--- config.mk ---
export PLATFORM = sky130hd
export DESIGN_NAME = y86_data_mem
export DESIGN_NICKNAME = d
export VERILOG_FILES = /design/src/rtl/y86_data_mem.sv
export SDC_FILE = /design/constraint.sdc
export NUM_CORES = 2
export LEC_CHECK = 0
export CAP_MARGIN = 20
export CORE_MARGIN = 4
export CORE_UTILIZATION = 48
export DETAILED_ROUTE_END_ITERATION = 8
export GPL_ROUTABILITY_DRIVEN = 1
export PLACE_DENSITY = 0.69
export SLEW_MARGIN = 25
export SYNTH_ARGS = -nofsm -noshare
export SYNTH_HDL_FRONTEND = slang
export SYNTH_SLANG_ARGS = --single-unit
--- constraint.sdc ---
create_clock -name clk -period 10.25 [get_ports clk]
set_input_delay 2.05 -clock clk [delete_from_list [all_inputs] [get_ports clk]]
set_output_delay 2.05 -clock clk [all_outputs]
set_load 0.01 [all_outputs]
--- src/rtl/y86_data_mem.sv ---
// y86_data_mem: handshaked, word-addressed data memory for the Y86 memory stage.
// Self-clears after reset, then serves one request per cycle with a registered response.
module y86_data_mem #(
    parameter int unsigned     WIDTH = 64,
    parameter int unsigned     DEPTH = 20,
    parameter longint unsigned BASE  = 1,
    parameter int unsigned     AW    = 64
) (
    input  logic             clk,
    input  logic             res,
    input  logic             req,
    input  logic             read,
    input  logic             write,
    input  logic [AW-1:0]    addr,
    input  logic [WIDTH-1:0] data,
    output logic             ready,
    output logic             done,
    output logic [WIDTH-1:0] valM,
    output logic             memerr,
    output logic             err_sticky,
    input  logic [AW-1:0]    dbg_addr,
    output logic [WIDTH-1:0] dbg_data
);

    localparam int unsigned   CW   = (DEPTH > 1) ? $clog2(DEPTH) : 1;
    localparam logic [AW-1:0] LO   = AW'(BASE);
    localparam logic [AW-1:0] HI   = AW'(BASE) + AW'(DEPTH - 1);
    localparam logic [CW-1:0] LAST = CW'(DEPTH - 1);

    localparam logic [0:0] S_CLEAR = 1'b0;
    localparam logic [0:0] S_RUN   = 1'b1;

    logic [WIDTH-1:0] mem [DEPTH];

    logic [0:0]       state_q, state_d;
    logic [CW-1:0]    clr_q, clr_d;
    logic             clr_we, wr_we;
    logic             ready_q, done_q, memerr_q, err_sticky_q;
    logic [WIDTH-1:0] valm_q;

    logic             in_range, dbg_in_range, accept, op_err;
    logic [CW-1:0]    idx, dbg_idx;

    // Range checks are done at full address width so high bits never alias.
    assign in_range     = (addr >= LO) && (addr <= HI);
    assign idx          = CW'(addr - LO);
    assign dbg_in_range = (dbg_addr >= LO) && (dbg_addr <= HI);
    assign dbg_idx      = CW'(dbg_addr - LO);

    assign accept = req & ready_q;
    assign op_err = (read & write) | ((read | write) & ~in_range);

    // State and clear-counter registers.
    always_ff @(posedge clk or posedge res) begin
        if (res) begin
            state_q <= S_CLEAR;
            clr_q   <= '0;
        end else begin
            state_q <= state_d;
            clr_q   <= clr_d;
        end
    end

    // Next state, clear sequencing and array write enables.
    always_comb begin
        state_d = state_q;
        clr_d   = clr_q;
        clr_we  = 1'b0;
        wr_we   = 1'b0;
        case (state_q)
            S_CLEAR: begin
                clr_we = 1'b1;
                clr_d  = clr_q + CW'(1);
                if (clr_q == LAST) begin
                    state_d = S_RUN;
                    clr_d   = '0;
                end
            end
            S_RUN: begin
                wr_we = accept & write & ~op_err;
            end
            default: begin
                state_d = S_CLEAR;
                clr_d   = '0;
            end
        endcase
    end

    // Storage carries no reset; contents are defined only once the clear has swept them.
    always_ff @(posedge clk) begin
        if (clr_we) begin
            mem[clr_q] <= '0;
        end else if (wr_we) begin
            mem[idx] <= data;
        end
    end

    // Registered handshake and response; valM/memerr hold between responses.
    always_ff @(posedge clk or posedge res) begin
        if (res) begin
            ready_q      <= 1'b0;
            done_q       <= 1'b0;
            memerr_q     <= 1'b0;
            valm_q       <= '0;
            err_sticky_q <= 1'b0;
        end else begin
            ready_q      <= (state_d == S_RUN);
            done_q       <= accept;
            err_sticky_q <= err_sticky_q | (accept & op_err);
            if (accept) begin
                memerr_q <= op_err;
                valm_q   <= (read & ~op_err) ? mem[idx] : '0;
            end
        end
    end

    assign ready      = ready_q;
    assign done       = done_q;
    assign valM       = valm_q;
    assign memerr     = memerr_q;
    assign err_sticky = err_sticky_q;
    assign dbg_data   = dbg_in_range ? mem[dbg_idx] : '0;

endmodule

* After elaboration in Yosys (flattened, before gate mapping)
Memory sizes are Yosys's and may differ from the RTL's. Cells that the tools add are included.
Storage, ports and cells: bits in registers 73, latch bits 0, RAM bits 1280, bits in read-only memories 0, input port bits 197, output and inout bits 132, word-level logic and storage cells 43, memories kept 1
Memories:
- mem | words 20, bits a word 64, read ports 2, clocked after memory_dff 0, write ports 1, RTL line 33 | logic [WIDTH-1:0] mem [DEPTH];
Operators by class: add/subtract/negate cells 3, multiply operators 0, divide/modulo/power cells 0, magnitude comparators 4, eq/ne operators 1, shift operators 0, mux-type cells 13, bitwise operators 12, reductions and logical operators 3
Operators by type and width (count):
- 2-to-1 mux 64 bit | 3
- >= comparator 64 x 1 -> 1 bit, second input constant | 2
- less-or-equal comparator 64 x 5 -> 1 bit, second input constant | 2
- OR reduction 64 bit | 1
- 2-to-1 mux 5 bit | 2
- subtractor 5 x 1 -> 5 bit, second input constant | 2
- 2-to-1 mux 1 bit | 8
- AND 1 bit | 7
- adder 5 x 1 -> 5 bit, second input constant | 1
- equality test 5 bit, second input constant | 1
- OR 1 bit | 3
- logical AND 1 bit | 2
- inverter 1 bit | 2

* Logic depth before layout (Yosys ltp)
depth after elaboration 13, depth in mapped cells 14, gate-level depth less buffers 8

* Least setup slack after synthesis
Ideal clock, no wire load.
kind in2reg, start point in addr[0], end point mem mem[5][0], enable pin, library setup time 0.507 ns, arrival 7.817 ns, required time 9.743 ns, path slack 1.926 ns, stages on the path 14, path buffers 8, cell sequence buf_4 > buf_4 > buf_4 > buf_2 > inv_1 > ha_1 > buf_2 > buf_2 > buf_2 > clkbuf_1 > nand2_1 > nor3_1 > nand2_1 > a21oi_1
On the way: longest elaborated chain between the ends 13, elaborated cells between the ends (all ways) 16, those cells by class add/sub: 1; order compare: 2; mux: 6; bitwise: 5; reduce/logical: 2
Ends and longest elaborated chain:
- from (decl) | RTL line 14 | input logic [AW-1:0] addr,
- >= comparator 64 x 1 -> 1 bit / less-or-equal comparator 64 x 5 -> 1 bit (equally long branches) | RTL line 45 | assign in_range = (addr >= LO) && (addr <= HI);
- logical AND 1 bit | RTL line 45
- inverter 1 bit | RTL line 51 | assign op_err = (read & write) | ((read | write) & ~in_range);
- AND 1 bit | RTL line 51
- OR 1 bit | RTL line 51
- inverter 1 bit | RTL line 80 | wr_we = accept & write & ~op_err;
- AND 1 bit | RTL line 80
- 2-to-1 mux 1 bit | RTL line 70 | case (state_q)
- 2-to-1 mux 1 bit | RTL line 93 | end else if (wr_we) begin
- 2-to-1 mux 1 bit | RTL line 91 | if (clr_we) begin
- 2-to-1 mux 1 bit (not written as such) | RTL line 94 | mem[idx] <= data;
- OR reduction 64 bit (no line)
- 2-to-1 mux 5 bit (no line) / 2-to-1 mux 1 bit (equally long branches)
- to (decl) | RTL line 33
Several ways; a longest one is shown, not always the timed one.

* Final worst setup path
start point in dbg_addr[1], end point out dbg_data[25]
On the way: longest elaborated chain between the ends 3, elaborated cells between the ends (all ways) 6, those cells by class add/sub: 1; order compare: 2; mux: 1; reduce/logical: 1; memory: 1
Ends and longest elaborated chain:
- from (decl) | RTL line 21 | input logic [AW-1:0] dbg_addr,
- >= comparator 64 x 1 -> 1 bit (tied with other cells) | RTL line 47 | assign dbg_in_range = (dbg_addr >= LO) && (dbg_addr <= HI);
- logical AND 1 bit / memory read (20 x 64 bit) (equally long branches)
- 2-to-1 mux 64 bit (*) | RTL line 122 | assign dbg_data = dbg_in_range ? mem[dbg_idx] : '0;
- to (decl) | RTL line 22 | output logic [WIDTH-1:0] dbg_data
Every way passes the cells marked *; elsewhere a longest branch is shown, timed or not.

==> metrics.txt <==
outcome=completed; Nets=3950; Crit Path Max Fanout=43; Wirelength per Cell=32.41 um; Critical Path Start Type=input pin; Worst Reg-to-Reg Cells=8; Hold Fails Final Rpt=0; # IOs=329; Mapped Cells=3462; r2r setup slk=6040 ps; number of hold buffers added after CTS=0; setup TNS=0 ps; Area Overhead vs Synth=16.22%; ant diodes=0; end of the worst register-to-register path=mem[8][52]; first-pass GRT wire length=262.7 mm; Pwr Density=164.4 mW/mm2; clock-pin transition on the worst setup and hold timing paths=60 ps; fin. max-slew vios=0; Setup crit start=dbg_addr[1]; CP required=8200 ps; most frequent cells in the layout=1280 x edfxtp_1, 640 x mux4_2, 343 x nand2_1; top cells by area, synth=edfxtp_1 62%, mux4_2 23%, dfrtp_1 2.9%; total wire length=180.8 mm; RSZ-0062 raised after global routing=no; Mean Syn Cell Area=17.94 um2; Clock Skew=22.69 ps; commonest non-fill, non-tap cell in the layout=edfxtp_1; full die area=0.1352 mm2; maximum clock rate=123.6 MHz; R2R Path Start=ready; initial antenna violation count=4; detailed-route DRC error count=0; Via Count=37280; Sw Pwr=2.635 mW; CORE AREA=0.1280 mm2; via/cell ratio=6.681; DP Wirelength=93.73 mm; dominant cell type by area after synthesis=edfxtp_1; Setup WS pre-CTS=2203 ps; Sink Count=1353; distinct cell type count after synthesis=43; max-cap violation count=0; xor-xnor portion of the synthesized cell area=0.1269%; Site Rows=131; final setup violation count=0; Leak=19.69 nW; Design Area, Final=0.07218 mm2; Initial Util=48.51%; gpl congestion=0.7910; Chip Width=367.7 um; die height=367.7 um; Hold WC Path Type=flip-flop to flip-flop; Cell Int Power=9.228 mW; combinational power share=7.5%; area post-placement=0.06761 mm2; vias in the first global route=37860; mux share of post-synthesis cell area=23.23%; worst setup path end=dbg_data[25]; Clk pwr share=42.3%; CTS resizes=0; TritonCTS clock tree=done; TritonRoute pass-1 iters=5; fin crit period=8094 ps; Post-DRT Antenna Nets=0; post-synth top area share=61.89%; Yosys warnings=0; CP endpoint kind=primary output; root buffer cell=clkbuf_16; TritonCTS Buffers=138; #FFs+latches synth=1353; final period utilization=78.96%; total global-route track usage=26.70%; Initial DRC Count=4316; Synth Cell Area=0.06210 mm2; largest family of logic cells by synthesized area=multiplexers; # H-tree levels=4; Synthesized Nets=3665; Setup Buffers After CTS=0; Compound-Gate Fraction of Synth Area=4.501%; Sw Ratio=22.21%; VDD IR max=0.0001419 V; Final Worst Setup Slack=2156 ps; Simple-Gate Fraction of Synth Area=5.212%; Worst Path Arrival=6040 ps; share of layout cells above drive strength 1=24.82%; WHS=475.7 ps; register share of total power=50.2%; WS Path Type=input pin to primary output; worst relative slew slack=25.11%; clk_lat worst skew=750 ps; worst-case clock buffer depth=3; synthesized-area fraction occupied by adder cells=0.1209%; worst slew pin tran=1123 ps; largest net degree at the start of global routing=135; IO buf count=328; Fillers=9622; sequential element share of the synthesized area=64.83%; Overflow after GRT=0
-- stage by stage --
stage / total power, mW / utilization, % / instances
after global placement: 6.947 / 52.75 / 5329
after floorplan: 6.590 / - / 3462
after detailed placement: 6.949 / 52.82 / 5332
final: 11.86 / 56.38 / 5580
after CTS: 11.91 / 56.29 / 5576
after global routing: 12.21 / 56.38 / 5580
-- worst max-delay path: stages --
cell             delay, ps
clkdlybuf4s50_1        420
inv_1                  140
ha_1                   200
nor3b_1                410
xnor2_2                210
buf_4                  840
buf_4                  550
nor2b_1                110
nor3_1                 460
nor2_1                 100
clkdlybuf4s50_1        510
-- synth_stat cells (all sizes together) --
| cell type | count |
|---|---|
| a21o | 4 |
| a21oi | 269 |
| a22o | 1 |
| a22oi | 138 |
| and2 | 1 |
| and3 | 64 |
| and4 | 3 |
| buf | 111 |
| clkbuf | 154 |
| dfrtp | 73 |
| edfxtp | 1280 |
| ha | 6 |
| inv | 9 |
| mux2 | 1 |
| mux4 | 640 |
| nand2 | 345 |
| nand2b | 4 |
| nand3 | 2 |
| nand4 | 5 |
| nor2 | 84 |
| nor2b | 66 |
| nor3 | 78 |
| nor3b | 3 |
| nor4 | 36 |
| o21ai | 70 |
| o31a | 1 |
| o31ai | 1 |
| or2 | 2 |
| or4 | 1 |
| or4b | 1 |
| xnor2 | 5 |
| xor2 | 4 |
-- kinds of logic (layout without fill, tap and decap cells) --
| group | count (synthesis) | after routing |
|---|---|---|
| multiplexers | 641 | 641 |
| XOR/XNOR | 9 | 9 |
| buffers and inverters | 274 | 663 |
| adder cells (fa/ha/maj) | 6 | 6 |
| flip-flops | 1353 | 1353 |
| AND/OR/NAND/NOR | 695 | 695 |
| AO/OA/AOI/OAI | 484 | 484 |
-- state kept, by name, indices dropped and copies added (netlist names) --
name and flops:
valM 64, done 1, ready 1, mem 1280
err_sticky 1, clr_q 5, memerr 1
-- worst min path at each step --
stage | startpoint | end | depth (start not counted)
after floorplan | err_sticky | err_sticky | 1
after detailed placement | err_sticky | err_sticky | 1
after global routing | valM[15] | valM[15] | 2
final | err_sticky | err_sticky | 1
after CTS | err_sticky | err_sticky | 1
after global placement | err_sticky | err_sticky | 1
-- power by group through the flow --
stage / clock (mW) / combinational (mW) / sequential, mW
after floorplan: 0 / 0.516 / 6.07
after global placement: 0 / 0.874 / 6.07
final: 5.02 / 0.887 / 5.96
after global routing: 5.33 / 0.932 / 5.95
after CTS: 5.07 / 0.878 / 5.96
after detailed placement: 0 / 0.875 / 6.07
-- cell type report --
class,instances,area [um2],share of cell area (%)
sequential,1353,40260,55.78
multi-input combinational,1835,20940,29.01
timing repair buffer,410,4339,6.012
clock buffer,182,3765,5.216
tap,1729,2163,2.997
clock inverter,62,671.9,0.9309
inverter,9,36.28,0.05027
-- metal layers --
layer / part of all wire (%) / vias to the layer above / track usage [%] / routed length, um
li1: - / 14950 / - / -
met1: 38 / 19650 / 36.72 / 67890
met2: 47 / 2329 / 42.26 / 85810
met3: 12 / 345 / 7.097 / 21390
met4: 3.2 / 2 / 8.250 / 5727
met5: 0.0055 / - / 0 / 10
No activity file was read; power rests on OpenSTA's default activity.
